File: config.mk
export PLATFORM = sky130hd
export DESIGN_NAME = prog_loader
export DESIGN_NICKNAME = d
export VERILOG_FILES = /design/src/rtl/kgp_loader_pkg.sv /design/src/rtl/prog_loader_word_packer.sv /design/src/rtl/prog_loader.sv
export SDC_FILE = /design/constraint.sdc
export NUM_CORES = 1
export LEC_CHECK = 0
export ABC_AREA = 1
export CAP_MARGIN = 20
export CORE_UTILIZATION = 48
export DETAILED_ROUTE_END_ITERATION = 8
export PLACE_DENSITY = 0.75
export SETUP_SLACK_MARGIN = 0.05
export SLEW_MARGIN = 0
export SYNTH_ARGS = -nofsm -noshare
export SYNTH_HDL_FRONTEND = slang
export SYNTH_SLANG_ARGS = --single-unit
export TNS_END_PERCENT = 10
File: constraint.sdc
create_clock -name clk -period 1.81 [get_ports clk]
set_clock_uncertainty 0.2 [all_clocks]
set_input_delay 0.362 -clock clk [delete_from_list [all_inputs] [get_ports clk]]
set_output_delay 0.362 -clock clk [all_outputs]
set_load 0.05 [all_outputs]
File: src/rtl/kgp_loader_pkg.sv
`default_nettype none
// +--------------------------------------------------------------+
// | kgp_loader_pkg : shared types/constants for prog_loader      |
// | Rev 1.0                                                      |
// +--------------------------------------------------------------+
package kgp_loader_pkg;

  localparam int IMEM_AW        = 10;
  localparam int BYTES_PER_WORD = 4;

  typedef enum logic [2:0] {
    S_IDLE  = 3'd0,
    S_LOAD  = 3'd1,
    S_CHECK = 3'd2,
    S_DONE  = 3'd3,
    S_ERR   = 3'd4
  } state_e;

endpackage : kgp_loader_pkg
`default_nettype wire

File: src/rtl/prog_loader_word_packer.sv
`default_nettype none
// +--------------------------------------------------------------+
// | word_packer : big-endian byte-to-32-bit-word assembler       |
// | Rev 1.0                                                      |
// +--------------------------------------------------------------+
module word_packer
  import kgp_loader_pkg::*;
(
  input  logic        clk,
  input  logic        rst,
  input  logic        clr,
  input  logic        byte_en,
  input  logic [7:0]  byte_data,
  output logic        word_valid,
  output logic [31:0] word
);

  logic [1:0]  idx_q,   idx_d;
  logic [23:0] shift_q, shift_d;

  always_ff @(posedge clk or negedge rst) begin
    if (!rst) begin
      idx_q   <= 2'd0;
      shift_q <= 24'd0;
    end else begin
      idx_q   <= idx_d;
      shift_q <= shift_d;
    end
  end

  always_comb begin
    idx_d   = idx_q;
    shift_d = shift_q;
    if (clr) begin
      idx_d   = 2'd0;
      shift_d = 24'd0;
    end else if (byte_en) begin
      idx_d   = idx_q + 2'd1;
      shift_d = {shift_q[15:0], byte_data};
    end
  end

  // The fourth byte completes the word combinationally; the top registers it.
  assign word       = {shift_q, byte_data};
  assign word_valid = byte_en && !clr && (idx_q == 2'(BYTES_PER_WORD - 1));

endmodule : word_packer
`default_nettype wire

File: src/rtl/prog_loader.sv
`default_nettype none
// +--------------------------------------------------------------+
// | prog_loader : streams bytes into instruction memory, checks  |
// | an XOR checksum, then releases the CPU reset. Rev 1.0        |
// +--------------------------------------------------------------+
module prog_loader
  import kgp_loader_pkg::*;
(
  input  logic               clk,
  input  logic               rst,
  input  logic               start,
  input  logic [IMEM_AW-1:0] load_len,
  input  logic               byte_valid,
  input  logic [7:0]         byte_data,
  output logic               byte_ready,
  output logic               imem_we,
  output logic [IMEM_AW-1:0] imem_addr,
  output logic [31:0]        imem_wdata,
  output logic               cpu_rst,
  output logic               busy,
  output logic               done,
  output logic               err
);

  state_e             state_q, state_d;
  logic [IMEM_AW-1:0] len_q, len_d, wcnt_q, wcnt_d;
  logic [7:0]         csum_q, csum_d;
  logic               ready_q, ready_d, we_q, we_d, busy_q, busy_d;
  logic               cpu_rst_q, cpu_rst_d, done_q, done_d, err_q, err_d;
  logic [IMEM_AW-1:0] addr_q, addr_d;
  logic [31:0]        wdata_q, wdata_d;

  logic        w_accept, w_start, w_load_byte, w_word_valid;
  logic [31:0] w_word;

  assign w_accept    = byte_valid && ready_q;
  assign w_start     = start && (state_q == S_IDLE || state_q == S_DONE || state_q == S_ERR);
  assign w_load_byte = w_accept && (state_q == S_LOAD);

  word_packer u_packer (
    .clk        (clk),
    .rst        (rst),
    .clr        (w_start),
    .byte_en    (w_load_byte),
    .byte_data  (byte_data),
    .word_valid (w_word_valid),
    .word       (w_word)
  );

  always_ff @(posedge clk or negedge rst) begin
    if (!rst) begin
      state_q   <= S_IDLE;
      len_q     <= '0;
      wcnt_q    <= '0;
      csum_q    <= 8'd0;
      ready_q   <= 1'b0;
      we_q      <= 1'b0;
      addr_q    <= '0;
      wdata_q   <= 32'd0;
      cpu_rst_q <= 1'b1;
      busy_q    <= 1'b0;
      done_q    <= 1'b0;
      err_q     <= 1'b0;
    end else begin
      state_q   <= state_d;
      len_q     <= len_d;
      wcnt_q    <= wcnt_d;
      csum_q    <= csum_d;
      ready_q   <= ready_d;
      we_q      <= we_d;
      addr_q    <= addr_d;
      wdata_q   <= wdata_d;
      cpu_rst_q <= cpu_rst_d;
      busy_q    <= busy_d;
      done_q    <= done_d;
      err_q     <= err_d;
    end
  end

  always_comb begin
    state_d = state_q;
    len_d   = len_q;
    wcnt_d  = wcnt_q;
    csum_d  = csum_q;
    case (state_q)
      S_IDLE, S_DONE, S_ERR: begin
        if (w_start) begin
          len_d   = load_len;
          wcnt_d  = '0;
          csum_d  = 8'd0;
          state_d = (load_len == '0) ? S_CHECK : S_LOAD;
        end
      end
      S_LOAD: begin
        if (w_accept) csum_d = csum_q ^ byte_data;
        if (w_word_valid) begin
          wcnt_d = wcnt_q + 1'b1;
          if (wcnt_q == len_q - 1'b1) state_d = S_CHECK;
        end
      end
      S_CHECK: begin
        if (w_accept) state_d = (byte_data == csum_q) ? S_DONE : S_ERR;
      end
      default: state_d = S_IDLE;
    endcase
  end

  // Status flags follow the next state so every output is a plain register.
  always_comb begin
    we_d      = w_word_valid;
    addr_d    = w_word_valid ? wcnt_q : addr_q;
    wdata_d   = w_word_valid ? w_word : wdata_q;
    ready_d   = (state_d == S_LOAD) || (state_d == S_CHECK);
    busy_d    = ready_d;
    done_d    = (state_d == S_DONE);
    err_d     = (state_d == S_ERR);
    cpu_rst_d = (state_d != S_DONE);
  end

  assign byte_ready = ready_q;
  assign imem_we    = we_q;
  assign imem_addr  = addr_q;
  assign imem_wdata = wdata_q;
  assign cpu_rst    = cpu_rst_q;
  assign busy       = busy_q;
  assign done       = done_q;
  assign err        = err_q;

endmodule : prog_loader
`default_nettype wire

Word level (Yosys, flattened, before mapping)
Cells that the tools add are included.
- output and inout port bits: 48
- flip-flop bits (word level): 104
- input bits: 22
- logic and storage cells: 66
- bitwise gates (word level): 1
- equality and inequality tests: 15
- $add $sub $neg: 3
- multiplexer cells: 17
- reduce and logical (&&, ||, !) cells: 17
- operators by type and width (cell ; count):
    24-bit two-way mux ; 2
    10-bit two-way mux ; 2
    10-bit case mux with 2 select lines ; 1
    8-bit two-way mux ; 2
    8-bit case mux with 2 select lines ; 1
    3-bit two-way mux ; 5
    3-bit by 2-bit equality test with 1-bit output (second input constant) ; 4
    10-bit by 1-bit adder with 10-bit output (second input constant) ; 1
    10-bit equality test ; 1
    10-bit logical NOT ; 1
    10-bit by 1-bit subtractor with 10-bit output (second input constant) ; 1
    3-bit case mux with 3 select lines ; 1
    8-bit equality test ; 1
    8-bit bitwise XOR ; 1
    3-bit by 1-bit equality test with 1-bit output (second input constant) ; 2
    3-bit equality test (second input constant) ; 2
    2-bit two-way mux ; 3
    3-bit AND reduction ; 2
    1-bit logical AND ; 5
    2-bit inequality test (second input constant) ; 2
    2-bit nonzero test ; 2
    3-bit logical NOT ; 1
    1-bit logical OR ; 3
    3-bit by 2-bit inequality test with 1-bit output (second input constant) ; 1
    other kinds (6) ; 6

Depth between registers and ports, before layout
- depth in word-level cells: 11
- depth in mapped cells: 14
- mapped depth without buffers: 14

Hierarchy
A second synthesis with hierarchy kept.
- cell total of the unflattened synthesis: 571
- area total of the unflattened synthesis: 4780.8 µm²
- modules (own cells, without submodules) (module ; seq. area each (µm²) ; instances ; area each (µm²) ; cells each):
    prog_loader ; 1953.1 ; 1 ; 3653.5 ; 447
    word_packer ; 650.6 ; 1 ; 1127.3 ; 124

Worst setup path after synthesis
OpenSTA, ideal clock, no wires.
- path type: reg-to-reg
- from: register, netlist name busy
- to: register done_q (netlist: done)
- cell stages (with the launch flop): 12
- period minus slack after synthesis: 1976 ps
- setup time: 112 ps
- required time: 1498 ps
- slack: -166 ps
- buffers on the path: 0
- arrival: 1664 ps
- cells stage by stage: dfrtp_1 -> nand2_1 -> inv_1 -> nand3_2 -> nor2_4 -> nand4_1 -> nor2_1 -> nand2_1 -> nand2_1 -> nand2_2 -> nand2_2 -> inv_2
- RTL lines (item ; RTL line ; text):
    to (signal assigned) ; prog_loader.sv:75 ; done_q <= done_d;
    to (decl) ; prog_loader.sv:29 ; logic cpu_rst_q, cpu_rst_d, done_q, done_d, err_q, err_d;

Worst setup path after layout
- from: register len_q[0]
- to: register done_q (netlist: done)
- word-level cells in the longest chain between the ends: 6
- RTL lines (item ; RTL line ; text):
    from (decl) ; prog_loader.sv:26 ; logic [IMEM_AW-1:0] len_q, len_d, wcnt_q, wcnt_d;
    from (signal assigned) ; prog_loader.sv:66 ; len_q <= len_d;
    10-bit by 1-bit subtractor with 10-bit output ; prog_loader.sv:98 ; if (wcnt_q == len_q - 1'b1) state_d = S_CHECK;
    10-bit equality test ; prog_loader.sv:98 ;
    3-bit two-way mux ; prog_loader.sv:98 ;
    3-bit two-way mux ; prog_loader.sv:96 ; if (w_word_valid) begin
    3-bit case mux with 3 select lines ; prog_loader.sv:85 ; case (state_q)
    net state_d[0] ; prog_loader.sv:25 ; state_e state_q, state_d;
    3-bit by 2-bit equality test with 1-bit output ; prog_loader.sv:115 ; done_d = (state_d == S_DONE);
    net done_d ; prog_loader.sv:29 ;
The timed path passes the listed nets, and every way through them passes these cells.
A chain may end at the register's enable or synchronous reset.

==> impl_metrics.ini <==
[outcome]
run_status = complete, but fails checks
violations = negative setup slack

[yosys]
synthSimpleGateAreaFrac = 0.194
synth_edf_count = 0
synth_xor_area_frac = 0.0230
synth_seq_cells = 104
synth_seq_area_share = 0.570
synth_compound_area_frac = 0.121
synth_warnings = 0
synth_fa_ha_area_frac = 0.00822
async_reset_ff_frac = 1.00
syn-instance-count = 524
yosysUniqueCellTypes = 29
synth_top_flop_cell = dfrtp_1
synth.avg_cell_area_sq_um = 8.72
yosysTopAreaCellShare = 0.564
netlist_area_sq_mm = 0.00457
syn-num-nets = 549
synth_top_family_by_area = simple AND/OR/NAND/NOR gates
synth.area.top_cells = dfrtp_1, nand2_1, o21ai_0
synth.area.mux_share = 0
yosysTopAreaCell = dfrtp_1

[pwr]
pwr-share-comb = 0.527
p_int_mw = 6.33
seqPwrFrac = 0.350
ir_worst_vdd_mv = 0.748
swShare = 0.437
p_leak_nw = 3.15
p_switching_mw = 4.92
power_mw = 11.3
power.density_mw_per_mm2 = 1770
clkPwrFrac = 0.123

[worst_setup_path]
cp.arrival_ns = 1.96
path_max_fanout = 3
critical_path_class = flop to flop
required_ns = 1.88
cp-end-kind = flop
startpoint_type = flop

[detailed_routing]
antenna_left = 0
drc = 0
routed_wl_um = 10200
drtIter0Drc = 138
viasPerCell = 4.95
dr.pass1.iters = 4
wl_per_cell_um = 13.2
num_vias = 3818

[clocking]
numCtsBuffers = 9
clk_pin_slew_ns = 0.12
insertion_delay_ns = 0.37
clock-sinks = 104
max-clock-path-buffers = 2
htreeDepth = 3
tritoncts = yes
cts_root_buf = clkbuf_8

[layout]
antennaDiodeCount = 0
layout_common_cells = nand2_1, dfrtp_1, inv_1
layout-drive-gt1-share = 0.241
layout_commonest_cell = nand2_1
fin_cells = 771
finalNetCount = 662
area_growth_pct = 39.3

[timing]
slew_headroom = 0.752
setup_violations = 3
slew_viol_final = 0
fin_worst_hold_slack_ns = 0.237
fin_ws_ns = -0.0791
timing.final.crit_share = 1.04
setup-tns-final_ns = -0.108
rsz0062_at_grt = yes
worst_slew_pin_slew_ns = 0.372
finalHoldViolCount = 0
fin_crit_ns = 1.89
clock.fmax_mhz = 529

[floorplan]
core_area_sq_mm = 0.00924
num_rows = 35
die_x_um = 99.5
dieArea_sq_mm = 0.00991
initial_core_util = 0.494
die_y_um = 99.5
ios = 70

[global_routing]
grt_use_total = 0.223
overflow = 0
antenna_found_initial = 0
grt_max_degree = 39
grt_pass1_vias = 3729
grt_pass1_wl_um = 17400

[placement]
port_buffers = 69
gp_congestion = 0.907
dp.cells = 750
dp_hpwl_um = 7740

[min_path]
hold_path_class = primary input to asynchronous set/reset pin

[flow_run]
max_cap_violations = 0
## logic make-up after synthesis
family / Yosys count
XOR/XNOR: 12
adder cells (fa/ha/maj): 3
AND/OR/NAND/NOR: 205
AO/OA/AOI/OAI: 102
flip-flops: 104
buffers and inverters: 98
## metrics by stage
| stage | utilization | instance area, sq um | setup slack [ns] |
|---|---|---|---|
| after detailed placement | 0.658 | 6080 | -0.356 |
| final | 0.689 | 6360 | -0.0791 |
| after global placement | 0.658 | 6080 | -0.239 |
| after global routing | 0.689 | 6360 | -0.202 |
| after floorplan | - | 4580 | 0.0621 |
| after CTS | 0.684 | 6320 | -0.0733 |
## power groups by stage
stage          logic, mW  registers [mW]  clock network (mW)
2_1_floorplan       2.06            5.08                   0
5_1_grt             6.45            4.05                1.50
3_3_place_gp        5.68            3.91                   0
4_1_cts             5.91            3.93                1.41
6_report            5.93            3.93                1.39
3_5_place_dp        5.81            3.97                   0
## per-layer routing
metal,vias up,share of wire,global-route usage
met5,-,0,0
met4,0,0.021,0.0769
met3,20,0.027,0.0344
met2,78,0.52,0.402
met1,1815,0.43,0.274
li1,1905,-,-
## critical path, cell delays in order, from the launching register on
cell,delay [ns]
dfrtp_1,0.40
inv_2,0.08
ha_4,0.21
nand2_2,0.07
inv_2,0.03
nor2_2,0.07
nand2_1,0.06
nor2_1,0.10
nand4_1,0.11
nor2_2,0.10
nand2_2,0.09
nand2_2,0.10
nand2_2,0.06
nand2_2,0.07
inv_2,0.03
## sequential cells by signal (all words and copies together), names as in the netlist
name              count
done                  1
csum_q                8
cpu_rst               1
busy                  1
imem_wdata           32
wcnt_q               10
len_q                10
state_q               3
imem_addr            10
err                   1
u_packer.shift_q     24
u_packer.idx_q        2
imem_we               1
## path summary, 6_finish.rpt
path / depth (start not counted) / start / slack (ns) / endpoint
hold reg to reg: 1 / u_packer.idx_q[0] / 0.30 / u_packer.idx_q[0]
setup / recovery: 14 / len_q[0] / -0.08 / done
setup reg to reg: 14 / len_q[0] / -0.08 / done
max in group asynchronous: 3 / rst / 0.54 / cpu_rst
min in group clk: 1 / u_packer.idx_q[0] / 0.30 / u_packer.idx_q[0]
hold / removal: 2 / rst / 0.24 / imem_wdata[9]
## timing repair
item                                    CTS  global route
endpoints found under the setup margin    6            41
hold buffers                              1             0
endpoints found under the hold margin    22             0
pin swaps                                 8            12
gates resized for setup                   8            16
buffers inserted                          3             1
## final cells by class
| type | instances | area (sq um) |
|---|---|---|
| Tap cell | 129 | 161 |
| Inverter | 80 | 300 |
| Timing Repair Buffer | 120 | 1460 |
| Fill cell | 729 | 2880 |
| Multi-Input combinational cell | 322 | 1650 |
| Clock buffer | 10 | 128 |
| Clock inverter | 6 | 62.6 |
| Sequential cell | 104 | 2610 |
## synth_stat cells, types with 2 or more instances
library cell    n
a21oi_1         9
buf_2           7
clkbuf_1        9
dfrtp_1       103
ha_1            3
inv_1          78
inv_2           2
nand2_1       133
nand2_2         4
nand2_4         2
nand3_1        21
nand3_2         3
nand4_1         3
nor2_1         27
nor2_2          3
nor2_4          2
nor3_1          4
o21ai_0        63
o22ai_1        27
o32ai_1         2
xnor2_1         8
xor2_1          4
Note: power is estimated with default switching activity, not from simulation.
